[config.mk]
export PLATFORM = sky130hd
export DESIGN_NAME = exe_stage
export DESIGN_NICKNAME = d
export VERILOG_FILES = /design/src/rtl/exe_stage.sv
export SDC_FILE = /design/constraint.sdc
export NUM_CORES = 1
export LEC_CHECK = 0
export BUFFER_PORTS_ARGS = -buffer_cell sky130_fd_sc_hd__buf_2
export CAP_MARGIN = 25
export CORE_MARGIN = 1
export CORE_UTILIZATION = 30
export DETAILED_ROUTE_END_ITERATION = 10
export PLACE_DENSITY = 0.5
export RECOVER_POWER = 100
export SLEW_MARGIN = 20
export SYNTH_ARGS = -nofsm -noshare
export SYNTH_HDL_FRONTEND = slang
export SYNTH_SLANG_ARGS = --single-unit
[constraint.sdc]
create_clock -name vclk -period 10.9
set_input_delay 3.27 -clock vclk [all_inputs]
set_output_delay 3.27 -clock vclk [all_outputs]
set_load 0.1 [all_outputs]
[src/rtl/exe_stage.sv]
// Execute stage: single-cycle ALU, branch target adder and, when EXE_MUL_EN is
// defined, an iterative shift-add multiplier that stalls the pipeline.
module exe_stage #(
  parameter int BITS_PER_CYCLE = 1
) (
  input  logic        clk,
  input  logic        rst,
  input  logic [3:0]  EXE_CMD,
  input  logic [31:0] Val1,
  input  logic [31:0] Val2,
  input  logic [31:0] Reg2_in,
  input  logic [31:0] PC_in,
  input  logic        Br_taken_in,
  input  logic        WB_EN_in,
  output logic [31:0] ALU_result,
  output logic [31:0] Reg2_out,
  output logic [31:0] Br_addr,
  output logic        Br_taken,
  output logic        Stall,
  output logic        Mul_busy
);

  localparam logic [3:0] OP_ADD = 4'b0000;
  localparam logic [3:0] OP_SUB = 4'b0010;
  localparam logic [3:0] OP_AND = 4'b0100;
  localparam logic [3:0] OP_OR  = 4'b0101;
  localparam logic [3:0] OP_NOR = 4'b0110;
  localparam logic [3:0] OP_XOR = 4'b0111;
  localparam logic [3:0] OP_SLL = 4'b1000;
  localparam logic [3:0] OP_SRL = 4'b1001;
  localparam logic [3:0] OP_SRA = 4'b1010;
  localparam logic [3:0] OP_MUL = 4'b1011;

  logic [31:0] w_alu;

  assign Reg2_out = Reg2_in;
  assign Br_taken = Br_taken_in;
  assign Br_addr  = PC_in + {Val2[29:0], 2'b00};

  // MUL falls into the default arm: outside DONE the stage emits a zero bubble.
  always_comb begin
    w_alu = '0;
    case (EXE_CMD)
      OP_ADD:  w_alu = Val1 + Val2;
      OP_SUB:  w_alu = Val1 - Val2;
      OP_AND:  w_alu = Val1 & Val2;
      OP_OR:   w_alu = Val1 | Val2;
      OP_NOR:  w_alu = ~(Val1 | Val2);
      OP_XOR:  w_alu = Val1 ^ Val2;
      OP_SLL:  w_alu = Val1 << Val2[4:0];
      OP_SRL:  w_alu = Val1 >> Val2[4:0];
      OP_SRA:  w_alu = $unsigned($signed(Val1) >>> Val2[4:0]);
      default: w_alu = '0;
    endcase
  end

`ifdef EXE_MUL_EN
  localparam int MUL_STEPS = 32 / BITS_PER_CYCLE;

  typedef enum logic [1:0] {S_IDLE, S_BUSY, S_DONE} state_t;

  state_t      r_state;
  state_t      w_state_next;
  logic [31:0] r_acc;
  logic [31:0] r_mcand;
  logic [31:0] r_mplier;
  logic [5:0]  r_count;
  logic [31:0] w_partial;
  logic        w_start;

  assign w_start = (r_state == S_IDLE) && (EXE_CMD == OP_MUL) && WB_EN_in;

  // Multiplicand times the low BITS_PER_CYCLE multiplier bits, as a shift-add.
  always_comb begin
    w_partial = '0;
    for (int i = 0; i < BITS_PER_CYCLE; i++) begin
      if (r_mplier[i]) w_partial = w_partial + (r_mcand << i);
    end
  end

  always_comb begin
    w_state_next = r_state;
    case (r_state)
      S_IDLE:  if (w_start) w_state_next = S_BUSY;
      S_BUSY:  if (r_count == 6'(MUL_STEPS - 1)) w_state_next = S_DONE;
      S_DONE:  w_state_next = S_IDLE;
      default: w_state_next = S_IDLE;
    endcase
  end

  always_ff @(posedge clk) begin
    if (rst) begin
      r_state  <= S_IDLE;
      r_acc    <= '0;
      r_mcand  <= '0;
      r_mplier <= '0;
      r_count  <= '0;
    end else begin
      r_state <= w_state_next;
      if (w_start) begin
        r_mcand  <= Val1;
        r_mplier <= Val2;
        r_acc    <= '0;
        r_count  <= '0;
      end else if (r_state == S_BUSY) begin
        r_acc    <= r_acc + w_partial;
        r_mcand  <= r_mcand << BITS_PER_CYCLE;
        r_mplier <= r_mplier >> BITS_PER_CYCLE;
        r_count  <= r_count + 6'd1;
      end
    end
  end

  assign Stall      = w_start || (r_state == S_BUSY);
  assign Mul_busy   = Stall;
  assign ALU_result = (r_state == S_DONE) ? r_acc : w_alu;
`else
  logic w_unused;

  assign w_unused   = clk ^ rst ^ WB_EN_in ^ (BITS_PER_CYCLE != 0);
  assign Stall      = 1'b0;
  assign Mul_busy   = 1'b0;
  assign ALU_result = w_alu;
`endif

endmodule

==> results of run 1 <==
[cells in the mapped netlist, types with 4 or more instances]
| cell | count |
|---|---|
| a41oi_1 | 4 |
| a31oi_1 | 16 |
| o21ai_0 | 114 |
| mux2i_1 | 71 |
| or3_1 | 7 |
| nor2_1 | 156 |
| o22ai_1 | 15 |
| xor2_1 | 15 |
| a211oi_1 | 21 |
| nor2b_1 | 9 |
| a21oi_1 | 115 |
| nand4_1 | 10 |
| mux4_2 | 39 |
| a211o_1 | 12 |
| nand2b_1 | 17 |
| and4_1 | 4 |
| ha_1 | 126 |
| a21o_1 | 22 |
| a221o_1 | 4 |
| and3_1 | 6 |
| o21ai_1 | 4 |
| o31ai_1 | 8 |
| o311ai_0 | 6 |
| buf_2 | 15 |
| o2111ai_1 | 6 |
| xnor2_1 | 62 |
| o21a_1 | 7 |
| inv_1 | 99 |
| mux2_2 | 19 |
| nand3_1 | 23 |
| o211ai_1 | 25 |
| buf_4 | 44 |
| o21bai_1 | 8 |
| nor3_1 | 26 |
| buf_1 | 12 |
| clkbuf_1 | 48 |
| a221oi_1 | 5 |
| nand2_1 | 99 |
| o221ai_1 | 12 |
[critical path: stages]
cell      delay (ps)
buf_2            200
or3_1            390
nor2_1           190
buf_12           200
a21oi_1           70
xnor2_1          130
ha_1             360
and2_1           190
a311oi_1         300
a21boi_0         220
o41ai_2          480
o31a_4           270
a31oi_4          150
a221o_1          350
mux2i_1          140
o211ai_1         290
buf_12           220
[metal layers]
layer,vias up,global-route usage,share of wire
met5,-,0,0
met4,0,0.0663,0.029
met3,55,0.0252,0.084
met2,546,0.397,0.45
met1,5332,0.338,0.44
li1,5204,-,-
[worst paths after layout]
path                             end  slack [ps]  cells after the start
worst max-delay path  ALU_result[29]         170                     17
worst min-delay path      Br_addr[0]        6540                      0
[power by group through the flow]
stage,Combinational [mW],Sequential [mW],Clock [mW]
final,0.927,0,0
after global placement,0.938,0,0
after global routing,0.981,0,0
after CTS,0.943,0,0
after detailed placement,0.939,0,0
after floorplan,0.747,0,0
[layout make-up]
type / instances / share of cell area
timing repair buffer: 194 / 0.120
inverter: 101 / 0.0343
tap: 442 / 0.0497
multi-input combinational: 1159 / 0.796
[logic make-up after synthesis]
| kind of cell | count (synthesis) | share of synthesized area |
|---|---|---|
| AO/OA/AOI/OAI | 441 | 0.290 |
| AND/OR/NAND/NOR | 379 | 0.178 |
| buffers and inverters | 224 | 0.108 |
| multiplexers | 132 | 0.191 |
| adder cells (fa/ha/maj) | 128 | 0.164 |
| XOR/XNOR | 77 | 0.0684 |
| other | 1 | 0.000381 |
[per-stage QoR]
step,setup WS [ps],cells
global placement,330,1896
CTS,299,1896
detailed placement,309,1896
floorplan,-433,1383
finish,166,1896
global route,31.7,1896
==> impl_metrics.py, run 1 <==
metrics = {
    "status": {
        "status": "completed",
    },
    "sta": {
        "slew_violations": 0,
        "fin_setup_tns_ps": 0,
        "hold_violations": 0,
        "setup_violations": 0,
        "fmax_mhz": 93.2,
        "fin_hold_ws_ps": 6540,
        "post-route-period-util": 0.985,
        "fin_crit_ps": 10730,
        "rsz0062_at_grt": "no",
        "slew-limit-headroom": 0.0467,
        "worstMarginPinSlew_ps": 1430,
    },
    "yosys": {
        "synth_top_area_cell": "ha_1",
        "synth_cells": 1382,
        "ys_top_cells_by_area": "ha_1, mux4_2, mux2i_1",
        "avgSynthCellArea_um2": 7.13,
        "mappedNetlistArea_um2": 9850,
        "ys_seq_area_frac": 0,
        "synth_top_area_frac": 0.160,
        "synth.distinct_cells": 83,
        "ys_warn_count": 0,
    },
    "place": {
        "routabilityCongestion": 0.995,
        "dpl_cell_area_um2": 11300,
        "dp_hpwl_mm": 33.3,
        "portBuffers": 160,
    },
    "drt": {
        "drtIter0Drc": 1006,
        "wl_mm": 42.2,
        "ant_nets": 0,
        "dr.pass1.iters": 6,
        "vias": 11100,
        "wire_per_inst_um": 22.3,
        "drc_errors": 0,
        "viasPerCell": 5.87,
    },
    "critical_path": {
        "critical_path_class": "input pin to output port",
        "required_ps": 7630,
        "critPathCaptureType": "output port",
        "crit_fanout": 20,
        "setup.worst_path.start": "EXE_CMD[2]",
        "cp.arrival_ps": 7460,
        "critPathLaunchType": "input pin",
    },
    "cells_and_area": {
        "fin_util": 0.343,
        "final_nets": 1720,
        "clkbuf_count": 0,
        "final_common_cell": "nor2_1",
        "fin_area_um2": 11100,
        "drive_gt1_frac": 0.177,
        "seq_cells": 0,
        "num-fill-cells": 3456,
        "final_cell_mix": "nor2_1, ha_1, a21oi_1",
        "multi_input_area_um2": 8850,
        "regArea_um2": 0,
        "syn_to_final_growth_pct": 12.8,
        "antennaDiodeCount": 0,
    },
    "floorplan": {
        "boundaryPins": 235,
        "core_um2": 32500,
        "die_area_um2": 33600,
        "start_util": 0.304,
        "die_w_um": 183,
        "chipHeight_um": 183,
        "rows": 66,
    },
    "pwr": {
        "p_sw_frac": 0.710,
        "seqPwrFrac": 0,
        "p_comb_frac": 1.000,
        "internal_power_mw": 0.268,
        "p_leak_nw": 4.93,
        "finalPower_mw": 0.927,
        "peakVddDrop_mv": 0.0852,
        "p_per_area_nw_per_um2": 83.4,
        "switchingPower_mw": 0.658,
        "clkPwrFrac": 0,
    },
    "global_route": {
        "grt_max_degree": 75,
        "overflow": 0,
        "grt_pass1_vias": 10200,
        "grt_usage": 0.243,
        "antenna_found_initial": 0,
        "grt_pass1_wl_mm": 63.1,
    },
    "clock_network": {
        "cts-hold-fix-buffers": 0,
        "cts_resized": 0,
        "post_cts_buffers": 0,
    },
    "job": {
        "drv_cap": 0,
    },
    "worst_hold_path": {
        "hold_class": "input pin to output port",
        "hp-start": "PC_in[0]",
    },
}
No activity file was read; power rests on OpenSTA's default activity.
==> run 2, diff against run 1 <==
Settings changed: CELL_PAD_IN_SITES_DETAIL_PLACEMENT set to 1, CELL_PAD_IN_SITES_GLOBAL_PLACEMENT set to 2, MAX_ROUTING_LAYER set to met4, PLACE_DENSITY 0.5 to 0.81.
==> run 2 against run 1 <==
Via count up 1.6%. Maximum frequency about the same. Worst setup slack better by 9.3 ps. Non-clock buffer count up 5. Combinational power up 0.8%. Global-route usage up 1.9 points. Core utilization up 0.11 points. Sequential share of layout area unchanged. Critical path depth down 6. First-iteration DRC count down 6.9%. Wire length up 3.8%. Clock-buffer cell count unchanged. Critical path type unchanged. Highest routed layer unchanged.
==> impl_metrics.py, run 2 (synthesized netlist as in run 1, its figures left out) <==
metrics = {
    "cells_and_area": {
        "seq_cells": 0,
        "syn_to_final_growth_pct": 13.2,
        "clkbuf_count": 0,
        "fin_area_um2": 11200,
        "final_common_cell": "nor2_1",
        "drive_gt1_frac": 0.179,
        "antennaDiodeCount": 0,
        "final_cell_mix": "nor2_1, ha_1, a21oi_1",
        "final_nets": 1725,
        "regArea_um2": 0,
    },
    "pwr": {
        "p_per_area_nw_per_um2": 83.8,
        "peakVddDrop_mv": 0.0780,
        "p_leak_nw": 4.96,
    },
    "floorplan": {
        "boundaryPins": 235,
        "die_w_um": 183,
        "chipHeight_um": 183,
        "rows": 66,
        "start_util": 0.304,
        "core_um2": 32500,
        "die_area_um2": 33600,
    },
    "place": {
        "portBuffers": 160,
        "dpl_cell_area_um2": 11300,
        "dp_hpwl_mm": 35.4,
        "routabilityCongestion": 0.963,
    },
    "critical_path": {
        "critPathCaptureType": "output port",
        "cp.arrival_ps": 7450,
        "critical_path_class": "input pin to output port",
        "required_ps": 7630,
        "crit_fanout": 56,
        "critPathLaunchType": "input pin",
    },
    "worst_hold_path": {
        "hold_end": "Br_addr[0]",
        "whs_path_depth": 0,
        "hp-start": "PC_in[0]",
        "hold_class": "input pin to output port",
    },
    "drt": {
        "viasPerCell": 5.95,
        "wl_mm": 43.8,
        "drc_errors": 0,
        "ant_nets": 0,
        "wire_per_inst_um": 23.1,
        "drtIter0Drc": 937,
        "dr.pass1.iters": 5,
        "vias": 11300,
    },
    "clock_network": {
        "post_cts_buffers": 0,
        "cts-hold-fix-buffers": 0,
    },
    "global_route": {
        "grt_pass1_wl_mm": 67.1,
        "grt_pass1_vias": 11500,
        "antenna_found_initial": 0,
        "grt_usage": 0.263,
        "grt_max_degree": 75,
        "overflow": 0,
    },
    "sta": {
        "rsz0062_at_grt": "no",
        "setup_violations": 0,
        "post-route-period-util": 0.984,
        "hold_violations": 0,
        "worstMarginPinSlew_ps": 1450,
        "slew_violations": 0,
        "slew-limit-headroom": 0.0308,
        "fmax_mhz": 93.2,
        "fin_crit_ps": 10720,
        "fin_setup_tns_ps": 0,
    },
    "job": {
        "drv_cap": 0,
    },
    "status": {
        "status": "completed",
    },
}
[run 2: cell types whose count changed in the layout (fill, tap and decap cells not counted), moves of 2 or more]
cell,delta
a211oi_1,+2
a211oi_2,-2
buf_4,+5
buf_6,-2
[run 2: worst max-delay path by stage]
stage / startpoint / to / slack [ps]
2_1_floorplan: Val2[0] / ALU_result[29] / -430
3_3_place_gp: Val2[3] / ALU_result[29] / 310
3_5_place_dp: Val2[9] / ALU_result[29] / 240
4_1_cts: Val2[9] / ALU_result[29] / 230
5_1_grt: Val2[2] / ALU_result[28] / 40
6_report: Val2[1] / ALU_result[21] / 180
[run 2: report_power, final]
group	internal (mW)	switching, mW	leakage [nW]
clock	0	0	0
sequential	0	0	0
combinational	0.270	0.664	4.96
[run 2: critical path, cell delays in order]
cell       delay [ps]
buf_4             110
buf_4             340
clkbuf_2         1140
mux2i_1           480
mux2i_1           230
mux2_1            380
a2bb2oi_1         350
nand2_1           100
a222oi_1          460
o21ai_0           310
buf_12            250
[run 2: per-layer routing]
metal | part of all wire | up-vias | wire length [um] | global-route usage
met5 | 0 | - | 0 | -
met4 | 0.032 | 0 | 1380 | 0.0747
met3 | 0.063 | 68 | 2750 | 0.0203
met2 | 0.47 | 450 | 20500 | 0.438
met1 | 0.44 | 5577 | 19300 | 0.339
li1 | - | 5220 | - | -
[run 2: layout make-up]
| type | count | area (um2) |
|---|---|---|
| fill | 4083 | 21300 |
| multi-input combinational | 1159 | 8860 |
| timing repair buffer | 199 | 1360 |
| tap | 442 | 553 |
| inverter | 101 | 382 |
[run 2: repair_timing]
item                                   in CTS  in global routing
gates resized for setup                     0                  2
setup endpoints to repair                   0                  2
endpoints found under the hold margin       0                  0
[run 2: metrics by stage]
stage	setup slack [ps]	hold slack (ps)	instances	utilization	power, mW
floorplan	-433	6750	1383	-	0.747
global placement	311	6540	1900	0.349	0.935
detailed placement	243	6540	1900	0.349	0.950
CTS	234	6540	1900	0.349	0.954
global route	36.1	6540	1901	0.344	0.988
finish	176	6540	1901	0.344	0.934
==> run 3, diff against run 2 <==
Settings changed: CORE_ASPECT_RATIO set to 1.4.
==> run 3 against run 2 <==
First-iteration DRC count decreased by 16%. Via count decreased by 1.3%. Non-clock buffer count decreased by 4. Total power increased by 0.10%. Worst hold slack unchanged. Flip-flop and latch count unchanged.
==> impl_metrics.py, run 3 (synthesized netlist as in run 1, its figures left out) <==
metrics = {
    "cells_and_area": {
        "syn_to_final_growth_pct": 12.9,
        "drive_gt1_frac": 0.177,
        "final_common_cell": "nor2_1",
        "final_cell_mix": "nor2_1, ha_1, a21oi_1",
        "clkbuf_count": 0,
        "seq_cells": 0,
        "regArea_um2": 0,
        "final_nets": 1721,
        "antennaDiodeCount": 0,
        "num-fill-cells": 4167,
    },
    "floorplan": {
        "chipHeight_um": 216,
        "die_w_um": 155,
        "core_um2": 32400,
        "start_util": 0.304,
        "die_area_um2": 33600,
        "boundaryPins": 235,
        "rows": 78,
    },
    "drt": {
        "viasPerCell": 5.90,
        "wire_per_inst_um": 23.1,
        "vias": 11200,
        "dr.pass1.iters": 7,
        "wl_mm": 43.9,
        "ant_nets": 0,
        "drc_errors": 0,
        "drtIter0Drc": 784,
    },
    "global_route": {
        "overflow": 0,
        "antenna_found_initial": 0,
        "grt_max_degree": 73,
        "grt_pass1_wl_mm": 66.3,
        "grt_pass1_vias": 11300,
        "grt_usage": 0.261,
    },
    "sta": {
        "fin_hold_ws_ps": 6540,
        "hold_violations": 0,
        "worstMarginPinSlew_ps": 1180,
        "fin_crit_ps": 10740,
        "setup_violations": 0,
        "slew-limit-headroom": 0.216,
        "slew_violations": 0,
        "post-route-period-util": 0.985,
        "fmax_mhz": 93.1,
        "rsz0062_at_grt": "no",
    },
    "critical_path": {
        "critical_path_class": "input pin to output port",
        "critPathLaunchType": "input pin",
        "crit_fanout": 12,
        "critPathCaptureType": "output port",
        "cp.arrival_ps": 7470,
        "required_ps": 7630,
    },
    "clock_network": {
        "cts-hold-fix-buffers": 0,
        "post_cts_buffers": 0,
        "cts_resized": 0,
    },
    "status": {
        "status": "completed",
    },
    "place": {
        "routabilityCongestion": 1.01,
        "portBuffers": 160,
        "dp_hpwl_mm": 35.4,
    },
    "pwr": {
        "peakVddDrop_mv": 0.0760,
        "p_per_area_nw_per_um2": 84.1,
        "finalPower_mw": 0.935,
        "p_leak_nw": 4.93,
    },
    "worst_hold_path": {
        "hold_class": "input pin to output port",
    },
    "job": {
        "drv_cap": 0,
    },
}
run 3: cell count changes in the layout (fill, tap and decap cells not counted), sizes merged:
| cell | before | now |
|---|---|---|
| clkbuf | 41 | 36 |
| buf | 156 | 158 |
| dlymetal6s2s | 2 | 1 |
run 3: per-layer routing:
| metal | global-route usage | part of all wire | vias to the layer above |
|---|---|---|---|
| met5 | - | 0 | - |
| met4 | 0.105 | 0.048 | 0 |
| met3 | 0.0228 | 0.052 | 94 |
| met2 | 0.456 | 0.49 | 392 |
| met1 | 0.306 | 0.41 | 5474 |
| li1 | - | - | 5213 |
run 3: final timing paths:
path / end / cells past startpoint / slack, ps / start
worst max-delay path: ALU_result[21] / 17 / 160 / EXE_CMD[2]
worst min-delay path: Br_addr[0] / 0 / 6540 / PC_in[0]
run 3: where the power goes:
part           leakage (nW)  internal [mW]  switching [mW]  total (mW)
Combinational          4.93          0.270           0.665       0.935
Clock                     0              0               0           0
Sequential                0              0               0           0
run 3: through the flow:
stage,TNS [ps],util,instance area [um2],cells,setup slack (ps)
4_1_cts,0,0.349,11300,1895,188
2_1_floorplan,-485,-,9940,1383,-433
6_report,0,0.343,11100,1895,163
5_1_grt,0,0.343,11100,1895,19.8
3_5_place_dp,0,0.349,11300,1895,201
3_3_place_gp,0,0.349,11300,1895,282
run 3: critical path, stage by stage:
cell and delay (ps):
buf_2 200, or3_1 400, nor2_1 200, buf_12 190
a21oi_1 60, xnor2_1 130, ha_1 360, and2_1 200
a311oi_1 340, a21boi_0 260, o41ai_2 450, o31a_4 250
a31oi_4 130, buf_4 200, xnor2_1 120, o21ai_0 450
buf_12 250
run 3: layout make-up:
class | instances | area, um2 | share of cell area
multi-input combinational | 1159 | 8850 | 0.795
inverter | 101 | 382 | 0.0343
timing repair buffer | 195 | 1340 | 0.121
tap | 440 | 551 | 0.0495
